[src/rtl/fetch_predecode.sv]
// fetch_predecode: IF-stage fetch PC, B-type pre-decode, and the IF/ID register that feeds the branch predictor.
// Latency: the fetched word reaches ID one cycle after fetch. branch_IF, PC_add_4 and PC_add_imm are combinational.
// Backpressure: stall holds pc, IF/ID and the counters. imem_ready=0 holds pc and injects a bubble. correct=0 squashes the fetch and redirects pc.
// Ports:
//   clk, rst           - clock and synchronous active-high reset
//   stall              - hazard stall; holds pc, IF/ID and the counters
//   imem_ready         - instr_rdata is valid for pc this cycle
//   instr_rdata        - fetched word at pc
//   next_pc            - predictor PC_out, taken whenever fetch advances or redirects
//   correct            - predictor verdict for the branch in ID (0 = mispredict)
//   pc                 - fetch address
//   branch_IF          - fetched word is a live B-type branch
//   PC_add_4           - pc + 4
//   PC_add_imm         - pc + B-immediate
//   instr_ID, pc_ID    - IF/ID instruction and its pc
//   valid_ID           - IF/ID holds a real instruction
//   branch_ID          - IF/ID instruction is a branch
//   br_cnt             - saturating count of resolved branches
//   mispred_cnt        - saturating count of mispredicts
module fetch_predecode #(
  parameter logic [31:0] RESET_PC  = 32'h0000_0000,
  parameter int          CNT_W     = 16,
  parameter logic [31:0] NOP_INSTR = 32'h0000_0013
) (
  input  logic             clk,
  input  logic             rst,
  input  logic             stall,
  input  logic             imem_ready,
  input  logic [31:0]      instr_rdata,
  input  logic [31:0]      next_pc,
  input  logic             correct,
  output logic [31:0]      pc,
  output logic             branch_IF,
  output logic [31:0]      PC_add_4,
  output logic [31:0]      PC_add_imm,
  output logic [31:0]      instr_ID,
  output logic [31:0]      pc_ID,
  output logic             valid_ID,
  output logic             branch_ID,
  output logic [CNT_W-1:0] br_cnt,
  output logic [CNT_W-1:0] mispred_cnt
);

  localparam logic [CNT_W-1:0] CNT_ONE = {{(CNT_W-1){1'b0}}, 1'b1};
  localparam logic [CNT_W-1:0] CNT_MAX = {CNT_W{1'b1}};

  logic [31:0]      r_pc;
  logic [31:0]      r_instr_ID;
  logic [31:0]      r_pc_ID;
  logic             r_valid_ID;
  logic             r_branch_ID;
  logic [CNT_W-1:0] r_br_cnt;
  logic [CNT_W-1:0] r_mispred_cnt;

  logic             w_is_br;
  logic             w_flush;
  logic [31:0]      w_imm;

  assign w_is_br = (instr_rdata[6:0] == 7'b1100011);
  // A stalled cycle never squashes, so correct is only meaningful when the pipe moves.
  assign w_flush = ~correct & ~stall;
  assign w_imm   = {{20{instr_rdata[31]}}, instr_rdata[7], instr_rdata[30:25],
                    instr_rdata[11:8], 1'b0};

  // The predictor services branch_IF before branch_ID, so a wrong-path fetch
  // must be masked here or it would pollute predictor state.
  assign branch_IF  = w_is_br & imem_ready & ~w_flush;
  assign PC_add_4   = r_pc + 32'd4;
  assign PC_add_imm = r_pc + w_imm;

  assign pc          = r_pc;
  assign instr_ID    = r_instr_ID;
  assign pc_ID       = r_pc_ID;
  assign valid_ID    = r_valid_ID;
  assign branch_ID   = r_branch_ID;
  assign br_cnt      = r_br_cnt;
  assign mispred_cnt = r_mispred_cnt;

  // PC and IF/ID register
  always_ff @(posedge clk) begin
    if (rst) begin
      r_pc        <= RESET_PC;
      r_instr_ID  <= NOP_INSTR;
      r_pc_ID     <= 32'h0;
      r_valid_ID  <= 1'b0;
      r_branch_ID <= 1'b0;
    end else if (stall) begin
      r_pc        <= r_pc;
    end else if (w_flush) begin
      // Redirect wins even when memory is not ready.
      r_pc        <= next_pc;
      r_instr_ID  <= NOP_INSTR;
      r_pc_ID     <= r_pc;
      r_valid_ID  <= 1'b0;
      r_branch_ID <= 1'b0;
    end else if (!imem_ready) begin
      r_instr_ID  <= NOP_INSTR;
      r_pc_ID     <= r_pc;
      r_valid_ID  <= 1'b0;
      r_branch_ID <= 1'b0;
    end else begin
      r_pc        <= next_pc;
      r_instr_ID  <= instr_rdata;
      r_pc_ID     <= r_pc;
      r_valid_ID  <= 1'b1;
      r_branch_ID <= w_is_br;
    end
  end

  // Saturating performance counters; a branch in ID resolves on any non-stalled edge.
  always_ff @(posedge clk) begin
    if (rst) begin
      r_br_cnt      <= '0;
      r_mispred_cnt <= '0;
    end else if (!stall) begin
      if (r_branch_ID && (r_br_cnt != CNT_MAX)) begin
        r_br_cnt <= r_br_cnt + CNT_ONE;
      end
      if (!correct && (r_mispred_cnt != CNT_MAX)) begin
        r_mispred_cnt <= r_mispred_cnt + CNT_ONE;
      end
    end
  end

endmodule

[config.mk]
export PLATFORM = sky130hd
export DESIGN_NAME = fetch_predecode
export DESIGN_NICKNAME = d
export VERILOG_FILES = /design/src/rtl/fetch_predecode.sv
export SDC_FILE = /design/constraint.sdc
export NUM_CORES = 1
export LEC_CHECK = 0
export ABC_AREA = 1
export CORE_MARGIN = 10
export CORE_UTILIZATION = 28
export DETAILED_ROUTE_END_ITERATION = 10
export GPL_TIMING_DRIVEN = 0
export PLACE_DENSITY = 0.53
export SYNTH_ARGS = -nofsm -noshare
export SYNTH_HDL_FRONTEND = slang
export SYNTH_SLANG_ARGS = --single-unit
[constraint.sdc]
create_clock -name clk -period 3.02 [get_ports clk]
set_input_delay 0.906 -clock clk [delete_from_list [all_inputs] [get_ports clk]]
set_output_delay 0.906 -clock clk [all_outputs]
set_load 0.005 [all_outputs]
==> out/results.txt <==
Status -> complete, but fails checks
Failing checks -> setup timing
Post-Route WL -> 39,100 um
Post-synth ARST share -> 0
Clock sink count -> 130
Final nets -> 1,748
Synth top area share -> 0.316
Critical path class -> in -> out
Ys Warns -> 0
Layout cells sized above 1 -> 0.288
Final Hold Viols -> 0
DP Cell Count -> 1,922
# hold bufs at CTS -> 0
GR Overflow Total -> 0
Peak supply drop -> 0.000314 V
Clk_skew -> 0.00717 ns
Core area -> 28,900 um^2
Synth Instances -> 1,275
Syn_nets -> 1,378
Root Driver -> clkbuf_16
Pleak -> 6.16 nW
Via count -> 9,985
Total power -> 5.88 mW
Initial antenna violation count -> 2
Yosys reg bits -> 130
Hpwl dp -> 29,300 um
Final slew viol count -> 0
Worst Path Required -> 2.11 ns
CTS clk-pin slew, worst paths -> 0.07 ns
Final period util -> 1.11
Starting density of the core -> 0.285
Finished Layout Cells -> 2,044
Number of global-route vias before repair -> 9,659
Post-layout util -> 0.490
Unrepaired setup endpoints after global routing -> yes
Register area share after synthesis -> 0.316
Hold WC Path Type -> reg -> reg
Commonest non-fill, non-tap cell in the layout -> nand2_1
Area Overhead vs Synth -> 71.8%
Die W -> 191 um
First-pass DRT Iterations -> 5
Power Density -> 416 nW/um^2
Top post-synthesis cells by area -> dfxtp_1 (32%), nand2_1 (17%), a21oi_1 (7.9%)
Die Area -> 36,600 um^2
Port Buffer Count -> 263
Area leader, netlist -> dfxtp_1
Slew margin rel. -> 0.456
Fin crit period -> 3.35 ns
RePlAce Congestion -> 0.894
Die H -> 191 um
Number of synthesized flops with an enable pin -> 0
CP max FO -> 2
Post-route setup slack -> -0.326 ns
Routed Antenna Nets -> 0
Slew of the pin with the lowest slew margin -> 0.817 ns
# IOs -> 264
DR iter-0 viols -> 643
Setup-failing EPs final -> 26
Drc violations -> 0
Worst slack at placement -> -1.90 ns
Syn_area_per_cell -> 6.45 um^2
Arr. time, crit path -> 2.44 ns
Most frequent cells in the layout -> nand2_1 (289), clkdlybuf4s50_1 (191), inv_1 (143)
CP Launch Type -> primary input
Achievable Freq -> 0.299 GHz
Avg WL per Cell -> 19.1 um
Post-Syn Area -> 8220 um^2
First-pass GRT wire length -> 57,900 um
H-tree Lvls -> 4
Via-per-instance ratio -> 4.89
Top FF cell, synth -> dfxtp_1
CTS tree -> yes
Row cnt -> 62
Largest net degree at the start of global routing -> 17
Post-synthesis cell type count -> 36
CTS buffer count -> 17
Crit. End Element -> primary output
Max-cap violations -> 0
Clock Latency Late Sink -> 0.43 ns
Longest Clk Path Bufs -> 2
Tot GR Track Use -> 0.204
timing repair:
action | CTS | global route
resized for setup | 541 | 122
endpoints found under the setup margin | 59 | 48
pin swaps | 115 | 81
setup buffers | 71 | 19
cloned | 2 | 0
where the power goes:
| group | total (mW) | switching, mW | internal [mW] |
|---|---|---|---|
| combinational | 1.88 | 0.992 | 0.884 |
| sequential | 1.92 | 0.124 | 1.80 |
| clock | 2.08 | 0.901 | 1.18 |
registers in the layout, summed over array words and instances, names as in the netlist:
name,count
instr_ID,32
pc,32
pc_ID,32
br_cnt,16
mispred_cnt,16
branch_ID,1
valid_ID,1
cell type report:
type | count | area, um^2
Antenna cell | 2 | 5.00
Buffer | 47 | 220
Clock buffer | 18 | 439
Clock inverter | 14 | 139
Fill cell | 2851 | 14700
Inverter | 168 | 661
Multi-Input combinational cell | 930 | 6240
Sequential cell | 130 | 2680
Tap cell | 384 | 480
Timing Repair Buffer | 351 | 3260
routing by layer:
| metal | vias to the layer above | wire length, um | GRT usage |
|---|---|---|---|
| met3 | 62 | 4100 | 0.0767 |
| met1 | 4669 | 16500 | 0.254 |
| li1 | 4848 | - | - |
| met2 | 406 | 17200 | 0.312 |
| met5 | - | 0 | 0 |
| met4 | 0 | 1280 | 0.0799 |
cells in the mapped netlist, types with 5 or more instances:
| library cell | instances |
|---|---|
| inv_1 | 164 |
| nand4_1 | 42 |
| o21ai_0 | 72 |
| buf_4 | 5 |
| ha_1 | 33 |
| nor3_1 | 26 |
| a21oi_2 | 9 |
| xnor2_1 | 9 |
| clkbuf_1 | 36 |
| nand2_1 | 377 |
| dfxtp_1 | 130 |
| nor2_1 | 96 |
| nand3_1 | 53 |
| a21oi_1 | 130 |
| xor2_1 | 54 |
cell families after synthesis:
group                    Yosys count  synth area share
AND/OR/NAND/NOR                  611             0.315
AO/OA/AOI/OAI                    222             0.145
buffers and inverters            215             0.103
flip-flops                       130             0.316
XOR/XNOR                          63            0.0671
adder cells (fa/ha/maj)           34            0.0526
stage by stage:
step / hold WS (ns) / TNS [ns] / cell area, um^2
final: 0.465 / -4.84 / 14100
after global routing: 0.482 / -6.93 / 14100
after CTS: 0.466 / -4.19 / 13700
after detailed placement: 0.455 / -50.06 / 11400
after global placement: 0.451 / -49.96 / 11400
after floorplan: 0.453 / -0.0243 / 8250
critical path, stage by stage:
cell	delay [ns]
buf_8	0.10
ha_4	0.16
fa_2	0.39
nand3_2	0.09
nand3_2	0.09
buf_4	0.15
buf_6	0.10
buf_6	0.11
xor2_2	0.19
buf_2	0.15
final timing paths:
path / from / endpoint / slack [ns] / depth (start not counted)
max reg2reg: mispred_cnt[0] / mispred_cnt[5] / 1.16 / 9
max: instr_rdata[8] / PC_add_imm[5] / -0.33 / 10
min reg2reg: instr_ID[3] / instr_ID[3] / 0.47 / 2
min: instr_ID[3] / instr_ID[3] / 0.47 / 2
(Power assumes the default switching activity.)
